[src/rtl/dual_issue_scheduler.sv]
// Dual-issue in-order scheduler for an RV32I pipeline.
// Picks 0, 1 or 2 instructions from the head of the fetch buffer each cycle,
// detecting load-use, RAW-in-pair, memory-port and control-flow hazards.
// Optional build macro SCHED_PERF_CNT_EN adds dual/single/stall cycle counters.
module dual_issue_scheduler (
    input  logic        clk,
    input  logic        rst_n,
    input  logic [31:0] instruction0,
    input  logic [31:0] instruction1,
    input  logic        nothing_filled,
    input  logic        ex_busy,
    input  logic        flush,
    output logic        freeze1,
    output logic        freeze2,
    output logic        dependency_on_ins2,
    output logic        issue0_valid,
    output logic        issue1_valid,
    output logic [31:0] issue0_instr,
    output logic [31:0] issue1_instr
`ifdef SCHED_PERF_CNT_EN
    ,
    output logic [31:0] perf_dual,
    output logic [31:0] perf_single,
    output logic [31:0] perf_stall
`endif
);
    localparam logic [6:0] OP_LOAD   = 7'b0000011;
    localparam logic [6:0] OP_STORE  = 7'b0100011;
    localparam logic [6:0] OP_BRANCH = 7'b1100011;
    localparam logic [6:0] OP_JAL    = 7'b1101111;
    localparam logic [6:0] OP_JALR   = 7'b1100111;
    localparam logic [6:0] OP_RTYPE  = 7'b0110011;

    typedef enum logic [1:0] {EMPTY, RUN, LOAD_STALL, EX_STALL} state_t;

    state_t      r_state;
    logic        r_v0, r_v1;
    logic [31:0] r_i0, r_i1;
    logic        r_pend_v;
    logic [4:0]  r_pend_rd;

    // STORE and BRANCH carry immediate bits in [11:7]; they write no register.
    function automatic logic f_writes(input logic [31:0] i);
        return (i[11:7] != 5'd0) && (i[6:0] != OP_STORE) && (i[6:0] != OP_BRANCH);
    endfunction

    function automatic logic f_uses_rs2(input logic [31:0] i);
        return (i[6:0] == OP_RTYPE) || (i[6:0] == OP_STORE) || (i[6:0] == OP_BRANCH);
    endfunction

    // rs1 is treated as always read (conservative); x0 never creates a hazard.
    function automatic logic f_reads(input logic [31:0] i, input logic [4:0] r);
        return (r != 5'd0) && ((i[19:15] == r) || (f_uses_rs2(i) && (i[24:20] == r)));
    endfunction

    function automatic logic f_mem(input logic [31:0] i);
        return (i[6:0] == OP_LOAD) || (i[6:0] == OP_STORE);
    endfunction

    function automatic logic f_ctrl(input logic [31:0] i);
        return (i[6:0] == OP_BRANCH) || (i[6:0] == OP_JAL) || (i[6:0] == OP_JALR);
    endfunction

    logic w_pend_live, w_hit0, w_hit1, w_empty, w_raw, w_single;
    logic w_issue, w_dual, w_sgl, w_ld0, w_ld1;

    // Hazard classification and issue decision, in priority order.
    always_comb begin
        w_pend_live = r_pend_v && (r_state != LOAD_STALL);
        w_hit0      = w_pend_live && f_reads(instruction0, r_pend_rd);
        w_hit1      = w_pend_live && f_reads(instruction1, r_pend_rd);
        w_empty     = nothing_filled || (instruction0 == 32'h0);
        w_raw       = f_writes(instruction0) && f_reads(instruction1, instruction0[11:7]);
        w_single    = w_raw || (f_mem(instruction0) && f_mem(instruction1)) ||
                      f_ctrl(instruction0) || (instruction1 == 32'h0) || w_hit1;
        w_issue     = !flush && !ex_busy && !w_hit0 && !w_empty;
        w_dual      = w_issue && !w_single;
        w_sgl       = w_issue && w_single;
        w_ld0       = (instruction0[6:0] == OP_LOAD) && (instruction0[11:7] != 5'd0);
        w_ld1       = w_dual && (instruction1[6:0] == OP_LOAD) && (instruction1[11:7] != 5'd0);
    end

    assign freeze1            = rst_n && !flush && (ex_busy || w_hit0);
    assign freeze2            = rst_n && !flush && ex_busy;
    assign dependency_on_ins2 = rst_n && w_sgl;
    assign issue0_valid       = r_v0;
    assign issue1_valid       = r_v1;
    assign issue0_instr       = r_i0;
    assign issue1_instr       = r_i1;

    // Scheduler FSM with registered issue slots and pending-load tracking.
    always_ff @(posedge clk or negedge rst_n) begin
        if (!rst_n) begin
            r_state   <= EMPTY;
            r_v0      <= 1'b0;
            r_v1      <= 1'b0;
            r_i0      <= 32'h0;
            r_i1      <= 32'h0;
            r_pend_v  <= 1'b0;
            r_pend_rd <= 5'd0;
        end else if (flush) begin
            r_state  <= EMPTY;
            r_v0     <= 1'b0;
            r_v1     <= 1'b0;
            r_pend_v <= 1'b0;
        end else if (ex_busy) begin
            // Issue slots hold; nothing new issues, so no load is pending.
            r_state  <= EX_STALL;
            r_pend_v <= 1'b0;
        end else if (w_hit0) begin
            r_state  <= LOAD_STALL;
            r_v0     <= 1'b0;
            r_v1     <= 1'b0;
            r_pend_v <= 1'b0;
        end else if (w_empty) begin
            r_state  <= EMPTY;
            r_v0     <= 1'b0;
            r_v1     <= 1'b0;
            r_pend_v <= 1'b0;
        end else begin
            r_state   <= RUN;
            r_v0      <= 1'b1;
            r_i0      <= instruction0;
            r_v1      <= w_dual;
            r_i1      <= w_dual ? instruction1 : 32'h0;
            r_pend_v  <= w_ld0 || w_ld1;
            r_pend_rd <= w_ld0 ? instruction0[11:7] : (w_ld1 ? instruction1[11:7] : 5'd0);
        end
    end

`ifdef SCHED_PERF_CNT_EN
    logic [31:0] r_perf_dual, r_perf_single, r_perf_stall;

    // Free-running cycle counters; only reset clears them, flush does not.
    always_ff @(posedge clk or negedge rst_n) begin
        if (!rst_n) begin
            r_perf_dual   <= 32'h0;
            r_perf_single <= 32'h0;
            r_perf_stall  <= 32'h0;
        end else begin
            if (w_dual)  r_perf_dual   <= r_perf_dual + 32'd1;
            if (w_sgl)   r_perf_single <= r_perf_single + 32'd1;
            if (freeze1) r_perf_stall  <= r_perf_stall + 32'd1;
        end
    end

    assign perf_dual   = r_perf_dual;
    assign perf_single = r_perf_single;
    assign perf_stall  = r_perf_stall;
`endif

endmodule

[config.mk]
export PLATFORM = sky130hd
export DESIGN_NAME = dual_issue_scheduler
export DESIGN_NICKNAME = d
export VERILOG_FILES = /design/src/rtl/dual_issue_scheduler.sv
export SDC_FILE = /design/constraint.sdc
export NUM_CORES = 1
export LEC_CHECK = 0
export ABC_AREA = 1
export CAP_MARGIN = 20
export CORE_AREA = 4 4 99 101
export CTS_BUF_LIST = sky130_fd_sc_hd__clkbuf_4
export CTS_CLUSTER_DIAMETER = 40
export DETAILED_ROUTE_END_ITERATION = 12
export DIE_AREA = 0 0 103 105
export GPL_TIMING_DRIVEN = 0
export HOLD_SLACK_MARGIN = 0.08
export MAX_ROUTING_LAYER = met4
export PLACE_DENSITY_LB_ADDON = 0.3
export SYNTH_ARGS = -nofsm -noshare
export SYNTH_HDL_FRONTEND = slang
export SYNTH_SLANG_ARGS = --single-unit
[constraint.sdc]
create_clock -name clk -period 1.97 [get_ports clk]
set_input_delay 0.394 -clock clk [delete_from_list [all_inputs] [get_ports clk]]
set_output_delay 0.394 -clock clk [all_outputs]
set_load 0.01 [all_outputs]
==> out/metrics.csv, run 1 <==
metric;value;unit
antenna cells;0;
global-route wire length before repair;19.2;mm
maximum clock rate;404;MHz
number of iterations in the first detailed-routing pass;4;
Yosys warnings;0;
cell with the largest stage delay on the worst path;sky130_fd_sc_hd__clkdlybuf4s50_1;
final period utilization;1.26;
Max-Slew Margin vs Limit;0.424;
vias post-DR;3896;
top-level I/O count;138;
worst endpoint data arrival time;2.08;ns
DIE AREA;0.0108;mm²
peak supply drop;0.429;mV
unrepaired setup endpoints after global routing;yes;
Crit path required time;1.58;ns
area growth from synthesis to final layout;51.1;%
post-synthesis cell count;509;
initial antenna violation count;0;
vertical die dimension;105;µm
highest metal layer with signal wires;met4;
via count normalized by instance count;4.91;
number of pins with negative max-slew slack in the final report;0;
number of unique standard cell types used by synthesis;25;
Post-Place Cell Area;0.00544;mm²
port bufs;137;
max-cap violation count;0;
register-to-register path setup slack;0.01;ns
most common cell after layout, fill and taps aside;sky130_fd_sc_hd__nand2_1;
Post-Layout Cell Count;793;
Detail Placement HPWL;8.65;mm
summed instance area of the synthesized netlist;0.00391;mm²
longest individual stage delay on the worst path;0.53;ns
weighted congestion reported at the end of routability-driven placement;0.852;
chain of cells forming the critical path;clkdlybuf4s50_1 > nor2_1 > nand3_1 > nor2_1 > nand2_1 > nor2_1 > nor2_4 > nand3_4 > buf_8 > buf_8 > nor3b_4 > buf_2;
result of the run;complete, but fails checks;
highest-count cells in the layout ignoring fill and taps;176 x sky130_fd_sc_hd__nand2_1, 116 x sky130_fd_sc_hd__clkdlybuf4s50_1, 72 x sky130_fd_sc_hd__dfrtp_1;
critical path type;in2out;
CTS Buffer Depth;2;
slack of the critical path;-0.507;ns
Yosys reg bits;74;
Total Routed Length;12.1;mm
portion of the post-synthesis area used by sequential elements;0.474;
count of fill cells added during filler insertion;787;
violations in the final reports;negative setup slack;
latest clock arrival within the worst-skew pair;0.42;ns
critical path's top delay family;buffers and inverters;
static power due to leakage;2.99;nW
total CTS buffers;9;
post-synth net total;578;
gr usage total;0.232;
layout cells sized above 1;0.148;
die extent in x;103;µm
Crit path buffers/inverters;4;
FF-to-FF path depth;14;
maximum number of pins on one net before global-route repair;34;
Worst path depth;12;
TritonCTS sink count;74;
type of the worst min-delay path;in2reg;
number of placed cells counting well taps;758;
mean cell area of the mapped netlist;7.67;µm²
setup slack after placement;-1.18;ns
maximum fanout along the worst path;3;
ratio of total power to cell area;718;mW/mm²
post-route cell area;0.00590;mm²
via count of the first global-routing pass;4098;
detailed-routed wire length on met3;929;µm
initial core utilization;0.433;
launching element type of the critical path;input port;
detailed-routing wirelength on met1;4.80;mm
Setup violations, final;2;
gr ovfl total;0;
end point of the critical path;dependency_on_ins2;
capturing point of the worst reg2reg path;issue1_instr[20]$_DFFE_PN0P_;
post-layout min period;2.48;ns
start point of the critical path;instruction0[17];
cell at the root of the clock tree;sky130_fd_sc_hd__clkbuf_4;
most common cell type on the critical path;sky130_fd_sc_hd__nor2_1;
startpoint of the lowest-slack register-to-register path;r_pend_rd[0]$_DFFE_PN0P_;
Final #Nets;747;
Pwr Total;0.00424;W
Worst-path clk slew;0.13;ns
setup clock skew after layout;0.0206;ns
number of DRC violations after detailed-routing iteration 0;252;
Final Hold Viols;0;
CP Capture Type;output pin;
Std-Cell Core Area;0.00902;mm²
mean routed wirelength per cell;15.2;µm
num rows;35;
routed length on met2;6.02;mm
Clock H-tree levels;3;
drc violations;0;
CTS tree;built;
transition time at the pin with the least slew margin;0.861;ns
Post-DRT Antenna Nets;0;
-- worst register-to-register path: cells and delay by family, from the launching register on --
kind / cells / cell delay [ns]
and+or+nand+nor: 8 / 0.64
DFF: 1 / 0.39
buffers and inverters: 5 / 0.72
xor gates and xnor gates: 1 / 0.17
-- through the flow --
stage          setup TNS, ns  hold WS, ns  utilization
2_1_floorplan              0       0.0984            -
3_3_place_gp         -185.77        0.460        0.600
3_5_place_dp          -28.90        0.242        0.603
4_1_cts               -0.933        0.353        0.643
5_1_grt                -5.19        0.325        0.654
6_report              -0.892        0.330        0.654
-- synthesized netlist by cell type (all sizes together) --
library cell	number	area, µm²
xor2	12	105
nor3	1	5.00
a21oi	4	20.0
o21ai	30	150
nand3	21	123
nand4	10	62.6
nor2	74	295
dfrtp	74	1850
nand2	199	807
o211ai	1	7.51
xnor2	12	105
nor3b	1	12.5
buf	20	174
inv	50	188
-- layout make-up --
type	instances	area, µm²	area share
multi-input cells	365	1730	0.293
clock inverters	6	106	0.0180
repair buffers	160	1590	0.270
well taps	111	139	0.0235
inverters	50	190	0.0322
plain buffers	18	224	0.0379
clock buffers	9	67.6	0.0114
flip-flops and latches	74	1850	0.314
-- flip-flops by register name (all words and copies together), names as in the netlist --
| name | count |
|---|---|
| issue0_instr | 32 |
| issue1_instr | 32 |
| r_pend_rd | 5 |
| r_state | 2 |
| issue0_valid | 1 |
| issue1_valid | 1 |
| r_pend_v | 1 |
-- kinds of logic after synthesis --
| logic type | after synthesis | share of synthesized area |
|---|---|---|
| AO/OA/AOI/OAI | 35 | 0.0455 |
| XOR/XNOR | 24 | 0.0538 |
| buffers and inverters | 70 | 0.0926 |
| flip-flops | 74 | 0.474 |
| AND/OR/NAND/NOR | 306 | 0.334 |
-- power by group --
part	internal [W]	switching [W]
clock network	0.000630	0.000535
logic	0.000677	0.000538
registers	0.00174	0.000122
-- what timing repair did --
action,in CTS,in global routing
endpoints found under the setup margin,7,67
setup buffers,11,6
cloned,2,0
hold buffers,3,0
pin swaps,11,8
hold endpoints to repair,25,0
gates resized for setup,40,23
-- how the worst min path moves through the flow --
stage                                               to  slack [ns]  cells past startpoint                        start
after CTS                  issue0_instr[1]$_DFFE_PN0P_        0.35                      3              instruction0[1]
final                     issue1_instr[24]$_DFFE_PN0P_        0.33                      3             instruction1[24]
after floorplan            issue0_instr[0]$_DFFE_PN0P_         0.1                      0                        rst_n
after global routing      issue1_instr[24]$_DFFE_PN0P_        0.32                      3             instruction1[24]
after detailed placement  issue0_instr[26]$_DFFE_PN0P_        0.24                      1                        rst_n
after global placement     issue0_instr[9]$_DFFE_PN0P_        0.46                      2  issue0_instr[9]$_DFFE_PN0P_
-- metal layers --
metal / up-vias / track usage
li1: 1896 / -
met1: 1808 / 0.275
met2: 158 / 0.373
met3: 34 / 0.0514
met4: 0 / 0.106
met5: - / -
Note: power is estimated with default switching activity, not from simulation.
==> run 2: changes to the inputs <==
--- a/config.mk
+++ b/config.mk
@@ -14,7 +14,6 @@
 export DIE_AREA = 0 0 103 105
 export GPL_TIMING_DRIVEN = 0
 export HOLD_SLACK_MARGIN = 0.08
-export MAX_ROUTING_LAYER = met4
 export PLACE_DENSITY_LB_ADDON = 0.3
 export SYNTH_ARGS = -nofsm -noshare
 export SYNTH_HDL_FRONTEND = slang
==> run 2 against run 1 <==
- the run still ends with negative setup slack left
- sequential cell count unchanged
- first-iteration DRC count down 12%
- clock power about the same
- count of clock-buffer cells in the layout unchanged
- utilization unchanged
- sequential share of layout area unchanged
- worst hold slack better by 0.0051 ns
- routed wire length up 0.12%
- power about the same
- cell area unchanged
- non-clock buffer count unchanged
- critical endpoint unchanged
- largest power group unchanged
- highest routed layer unchanged
==> out/metrics.csv, run 2 (synthesized netlist as in run 1, its figures left out) <==
metric;value;unit;change
cell at the root of the clock tree;sky130_fd_sc_hd__clkbuf_4;;
vertical die dimension;105;µm;unchanged
FF-to-FF path depth;14;;unchanged
TritonCTS sink count;74;;unchanged
result of the run;complete, but fails checks;;
top-level I/O count;138;;unchanged
CTS Buffer Depth;2;;unchanged
Worst-path clk slew;0.13;ns;about the same
start point of the critical path;instruction0[6];;
launching element type of the critical path;input port;;
register-to-register path setup slack;0;ns;about the same
Setup violations, final;3;;+1
worst endpoint data arrival time;2.08;ns;about the same
Post-DRT Antenna Nets;0;;unchanged
number of pins with negative max-slew slack in the final report;0;;unchanged
via count normalized by instance count;4.92;;about the same
count of fill cells added during filler insertion;787;;unchanged
die extent in x;103;µm;unchanged
setup slack after placement;-1.18;ns;unchanged
violations in the final reports;negative setup slack;;
CTS tree;built;;
type of the worst min-delay path;in2reg;;
area growth from synthesis to final layout;51.1;%;unchanged
Total Routed Length;12.1;mm;+0.12%
Std-Cell Core Area;0.00902;mm²;unchanged
maximum fanout along the worst path;4;;+1
capturing point of the worst reg2reg path;issue1_instr[20]$_DFFE_PN0P_;;
max-cap violation count;0;;unchanged
layout cells sized above 1;0.148;;unchanged
gr ovfl total;0;;unchanged
setup clock skew after layout;0.0172;ns;-0.00341 ns
drc violations;0;;unchanged
slack of the critical path;-0.505;ns;+0.00213 ns
maximum clock rate;404;MHz;about the same
end point of the critical path;dependency_on_ins2;;
total CTS buffers;9;;unchanged
Final Hold Slack;0.335;ns;+0.00506 ns
peak supply drop;0.429;mV;about the same
most common cell after layout, fill and taps aside;sky130_fd_sc_hd__nand2_1;;
vias post-DR;3899;;+0.077%
Max-Slew Margin vs Limit;0.428;;+0.00399
unrepaired setup endpoints after global routing;yes;;
via count of the first global-routing pass;4100;;+0.049%
port bufs;137;;unchanged
transition time at the pin with the least slew margin;0.855;ns;-0.00597 ns
initial core utilization;0.433;;unchanged
Final #Nets;747;;unchanged
latest clock arrival within the worst-skew pair;0.42;ns;about the same
Detail Placement HPWL;8.65;mm;unchanged
global-route wire length before repair;19.2;mm;about the same
weighted congestion reported at the end of routability-driven placement;0.839;;-1.5%
final period utilization;1.26;;about the same
maximum number of pins on one net before global-route repair;34;;unchanged
static power due to leakage;2.99;nW;unchanged
startpoint of the lowest-slack register-to-register path;r_pend_rd[0]$_DFFE_PN0P_;;
gr usage total;0.226;;-0.00606
mean routed wirelength per cell;15.2;µm;+0.12%
highest-count cells in the layout ignoring fill and taps;176 x sky130_fd_sc_hd__nand2_1, 116 x sky130_fd_sc_hd__clkdlybuf4s50_1, 72 x sky130_fd_sc_hd__dfrtp_1;;
num rows;35;;unchanged
number of iterations in the first detailed-routing pass;5;;+1
ratio of total power to cell area;718;mW/mm²;about the same
post-layout min period;2.48;ns;-0.00213 ns
Pwr Total;0.00424;W;about the same
Clock H-tree levels;3;;unchanged
number of DRC violations after detailed-routing iteration 0;222;;-12%
CP Capture Type;output pin;;
initial antenna violation count;0;;unchanged
antenna cells;0;;unchanged
critical path type;in2out;;
Final Hold Viols;0;;unchanged
DIE AREA;0.0108;mm²;unchanged
Crit path required time;1.58;ns;about the same
run 2: layer usage:
layer / vias to the layer above / share of wire / GRT usage
met3: 29 / 0.076 / 0.0547
met2: 147 / 0.50 / 0.374
met4: 0 / 0.024 / 0.106
met1: 1826 / 0.40 / 0.273
met5: - / 0 / 0
li1: 1897 / - / -
run 2: how the worst min path moves through the flow:
stage,start,end,slack [ns],depth (start not counted)
2_1_floorplan,rst_n,issue0_instr[0]$_DFFE_PN0P_,0.1,0
3_3_place_gp,issue0_instr[9]$_DFFE_PN0P_,issue0_instr[9]$_DFFE_PN0P_,0.46,2
3_5_place_dp,rst_n,issue0_instr[26]$_DFFE_PN0P_,0.24,1
4_1_cts,instruction0[1],issue0_instr[1]$_DFFE_PN0P_,0.35,3
5_1_grt,instruction1[24],issue1_instr[24]$_DFFE_PN0P_,0.32,3
6_report,instruction1[24],issue1_instr[24]$_DFFE_PN0P_,0.34,3
run 2: power by group:
group          switching, W  total [W]  internal [W]
Sequential         0.000123    0.00186       0.00174
Clock              0.000533    0.00116      0.000630
Combinational      0.000538    0.00122      0.000677
Total               0.00119    0.00424       0.00304
run 2: stage by stage:
stage / TNS [ns] / area [µm²] / instances / utilization
2_1_floorplan: 0 / 3910 / 509 / -
3_5_place_dp: -28.90 / 5440 / 758 / 0.603
5_1_grt: -5.20 / 5900 / 793 / 0.654
6_report: -0.881 / 5900 / 793 / 0.654
3_3_place_gp: -185.77 / 5420 / 757 / 0.600
4_1_cts: -0.933 / 5800 / 787 / 0.643
run 2: cell type report:
type	count	area [µm²]	share of cell area
well taps	111	139	0.0235
clock buffers	9	67.6	0.0114
plain buffers	18	224	0.0379
multi-input cells	365	1730	0.293
clock inverters	6	106	0.0180
repair buffers	160	1590	0.270
inverters	50	190	0.0322
flip-flops and latches	74	1850	0.314
run 2: worst max-delay path, cell delays in order:
cell	delay, ns
sky130_fd_sc_hd__clkdlybuf4s50_1	0.54
sky130_fd_sc_hd__inv_1	0.08
sky130_fd_sc_hd__nand3_1	0.08
sky130_fd_sc_hd__nor2_1	0.04
sky130_fd_sc_hd__nand2_1	0.05
sky130_fd_sc_hd__nor2_1	0.06
sky130_fd_sc_hd__nor2_4	0.15
sky130_fd_sc_hd__nand3_4	0.09
sky130_fd_sc_hd__buf_8	0.14
sky130_fd_sc_hd__buf_8	0.11
sky130_fd_sc_hd__nor3b_4	0.17
sky130_fd_sc_hd__buf_2	0.16
run 2: repair_timing:
item                       4_1_cts  5_1_grt
hold buffers                     3        0
cloned                           2        0
gates resized for setup         40       23
setup endpoints to repair        7       67
buffers inserted                11        6
pin swaps                       11        8
hold endpoints to repair        25        0
==> run 3: changes to the inputs <==
--- a/config.mk
+++ b/config.mk
@@ -5,13 +5,12 @@
 export SDC_FILE = /design/constraint.sdc
 export NUM_CORES = 1
 export LEC_CHECK = 0
-export ABC_AREA = 1
 export CAP_MARGIN = 20
-export CORE_AREA = 4 4 99 101
+export CORE_AREA = 4 4 95 97
 export CTS_BUF_LIST = sky130_fd_sc_hd__clkbuf_4
 export CTS_CLUSTER_DIAMETER = 40
 export DETAILED_ROUTE_END_ITERATION = 12
-export DIE_AREA = 0 0 103 105
+export DIE_AREA = 0 0 99 101
 export GPL_TIMING_DRIVEN = 0
 export HOLD_SLACK_MARGIN = 0.08
 export PLACE_DENSITY_LB_ADDON = 0.3
==> run 3 against run 2 <==
- the flow still finishes with violations (negative setup slack)
- critical path type unchanged
- global-route usage rose by 6.0 points
- synthesized cell count fell by 17%
- power rose by 11%
==> out/metrics.csv, run 3 <==
metric;value;unit;change
CTS Buffer Depth;2;;unchanged
post-synthesis cell count;421;;-17%
maximum clock rate;348;MHz;-14%
hold path depth;3;;unchanged
die extent in x;99;µm;-3.9%
launching element type of the critical path;input port;;
initial antenna violation count;1;;+1
maximum fanout along the worst path;3;;-1
DIE AREA;0.0100;mm²;-7.5%
most frequent cell after synthesis;sky130_fd_sc_hd__nand2_1;;
Max-Slew Margin vs Limit;0.556;;+0.128
number of DRC violations after detailed-routing iteration 0;301;;+36%
layout cells sized above 1;0.267;;+0.119
maximum number of pins on one net before global-route repair;38;;+12%
highest-count cells in the layout ignoring fill and taps;125 x sky130_fd_sc_hd__nand2_1, 125 x sky130_fd_sc_hd__clkdlybuf4s50_1, 70 x sky130_fd_sc_hd__dfrtp_1;;
vertical die dimension;101;µm;-3.8%
setup clock skew after layout;0.0146;ns;-0.00260 ns
most numerous cell types in the synthesized netlist;160 x sky130_fd_sc_hd__nand2_1, 74 x sky130_fd_sc_hd__dfrtp_1, 34 x sky130_fd_sc_hd__o21ai_1, 19 x sky130_fd_sc_hd__xnor2_1;;
fraction of registers with async set/reset;1.00;;unchanged
setup slack after placement;-1.44;ns;-0.261 ns
mean routed wirelength per cell;21.0;µm;+38%
Worst-path clk slew;0.13;ns;about the same
drc violations;0;;unchanged
number of iterations in the first detailed-routing pass;5;;unchanged
num rows;33;;-5.7%
static power due to leakage;2.78;nW;-6.9%
port bufs;137;;unchanged
predominant post-synthesis flop cell;sky130_fd_sc_hd__dfrtp_1;;
type of the worst min-delay path;in2reg;;
Total Routed Length;15.0;mm;+24%
count of fill cells added during filler insertion;498;;-37%
CTS tree;built;;
fraction of post-synthesis cell area in the top cell type by area;0.512;;+0.0375
latest clock arrival within the worst-skew pair;0.44;ns;+0.02 ns
vias post-DR;4109;;+5.4%
transition time at the pin with the least slew margin;0.660;ns;-0.195 ns
area taken by flip-flops and latches;0.00186;mm²;+0.13%
gr ovfl total;0;;unchanged
Post-Layout Cell Count;717;;-9.6%
number of pins with negative max-slew slack in the final report;0;;unchanged
global-route wire length before repair;22.2;mm;+15%
Yosys warnings;0;;unchanged
Setup violations, final;76;;+73
summed instance area of the synthesized netlist;0.00362;mm²;-7.3%
FF-to-FF path depth;10;;-4
peak supply drop;0.384;mV;-11%
Post-Place Cell Area;0.00515;mm²;-5.3%
cell types occupying the most area after synthesis;sky130_fd_sc_hd__dfrtp_1 51%, sky130_fd_sc_hd__nand2_1 17%, sky130_fd_sc_hd__o21ai_1 4.7%;;
Post-DRT Antenna Nets;0;;unchanged
number of unique standard cell types used by synthesis;37;;+48%
multi-input combinational cell area;0.00203;mm²;+17%
final period utilization;1.46;;+0.200
max-cap violation count;0;;unchanged
post-synth net total;490;;-15%
Final #Nets;675;;-9.6%
Clock H-tree levels;3;;unchanged
via count normalized by instance count;5.73;;+17%
unrepaired setup endpoints after global routing;yes;;
weighted congestion reported at the end of routability-driven placement;0.902;;+7.5%
mean cell area of the mapped netlist;8.60;µm²;+12%
worst endpoint data arrival time;2.48;ns;+0.40 ns
cell at the root of the clock tree;sky130_fd_sc_hd__clkbuf_4;;
TritonCTS sink count;74;;unchanged
Yosys reg bits;74;;unchanged
number of placed cells counting well taps;664;;-12%
Final Hold Viols;0;;unchanged
initial core utilization;0.445;;+0.0120
violations in the final reports;negative setup slack;;
post-route cell area;0.00635;mm²;+7.5%
Post-synth EDFFs;0;;unchanged
portion of the post-synthesis area used by sequential elements;0.512;;+0.0375
result of the run;complete, but fails checks;;
slack of the critical path;-0.900;ns;-0.395 ns
total CTS buffers;9;;unchanged
critical path type;in2out;;
post-layout min period;2.87;ns;+0.395 ns
final core utilization;0.780;;+0.126
ratio of total power to cell area;741;mW/mm²;+3.2%
Crit path required time;1.58;ns;about the same
area growth from synthesis to final layout;75.3;%;
top-level I/O count;138;;unchanged
gr usage total;0.286;;+0.0599
Detail Placement HPWL;8.77;mm;+1.4%
area leader, netlist;sky130_fd_sc_hd__dfrtp_1;;
via count of the first global-routing pass;4152;;+1.3%
Std-Cell Core Area;0.00813;mm²;-9.8%
CP Capture Type;output pin;;
run 3: cell count changes after synthesis, sizes merged, moves of 9 or more:
cell   previous run  this run
nor4              0        13
nand3            21        10
nand2           199       160
nor2             74        10
inv              50         4
a21oi             4        13
run 3: worst paths after layout:
check | slack, ns | start | end
worst max-delay path | -0.90 | instruction0[18] | dependency_on_ins2
worst min-delay path | 0.26 | ex_busy | issue0_valid$_DFFE_PN0P_
worst max register to register | -0.27 | r_pend_rd[2]$_DFFE_PN0P_ | issue1_instr[11]$_DFFE_PN0P_
worst min register to register | 0.50 | issue0_instr[12]$_DFFE_PN0P_ | issue0_instr[12]$_DFFE_PN0P_
max in group asynchronous | 1.04 | rst_n | r_pend_rd[4]$_DFFE_PN0P_
min in group asynchronous | 0.33 | rst_n | issue1_instr[8]$_DFFE_PN0P_
run 3: cell type report:
cell class / count / share of cell area
Tap cell: 105 / 0.0207
Multi-Input combinational cell: 322 / 0.320
Clock buffer: 9 / 0.0106
Timing Repair Buffer: 177 / 0.293
Clock inverter: 7 / 0.0181
Inverter: 4 / 0.00237
Buffer: 18 / 0.0430
Sequential cell: 74 / 0.293
Antenna cell: 1 / 0.000394
run 3: timing repair:
| action | 4_1_cts | 5_1_grt |
|---|---|---|
| pin swaps | 17 | 30 |
| setup endpoints to repair | 76 | 76 |
| hold endpoints to repair | 37 | 30 |
| setup buffers | 25 | 8 |
| hold buffers | 3 | 1 |
| gates resized for setup | 116 | 68 |
| gates cloned | 8 | 0 |
run 3: layer usage:
layer	wire length, µm	vias up	global-route usage
met3	1350	78	0.0602
met1	5400	1979	0.360
met4	781	0	0.128
met2	7500	258	0.475
met5	0	-	0
li1	-	1794	-
run 3: logic make-up after synthesis:
logic type             Yosys count  share of synthesized area
flip-flops                      74                      0.512
AO/OA/AOI/OAI                   61                     0.0982
AND/OR/NAND/NOR                230                      0.283
XOR/XNOR                        30                     0.0726
buffers and inverters           26                     0.0346
run 3: critical path, cell delays in order:
cell and delay, ns:
sky130_fd_sc_hd__clkdlybuf4s50_1 0.49, sky130_fd_sc_hd__nor4_1 0.40, sky130_fd_sc_hd__nand4_1 0.24, sky130_fd_sc_hd__o31a_1 0.39, sky130_fd_sc_hd__o21a_4 0.15, sky130_fd_sc_hd__buf_8 0.12, sky130_fd_sc_hd__and3_4 0.17, sky130_fd_sc_hd__buf_6 0.11
run 3: power by group:
| part | internal, W | leakage (nW) | switching (W) | total, W |
|---|---|---|---|---|
| Combinational | 0.000834 | 1.76 | 0.000693 | 0.00153 |
| Sequential | 0.00176 | 0.924 | 0.000180 | 0.00194 |
| Clock | 0.000643 | 0.0960 | 0.000593 | 0.00124 |
run 3: per-stage QoR:
step           total power (W)  hold WS (ns)  setup TNS (ns)
3_5_place_dp           0.00319         0.198          -58.42
2_1_floorplan          0.00239        0.0984          -0.173
4_1_cts                0.00453         0.329          -15.75
6_report               0.00470         0.262          -22.94
3_3_place_gp           0.00315         0.459         -209.85
5_1_grt                0.00488         0.266          -22.62
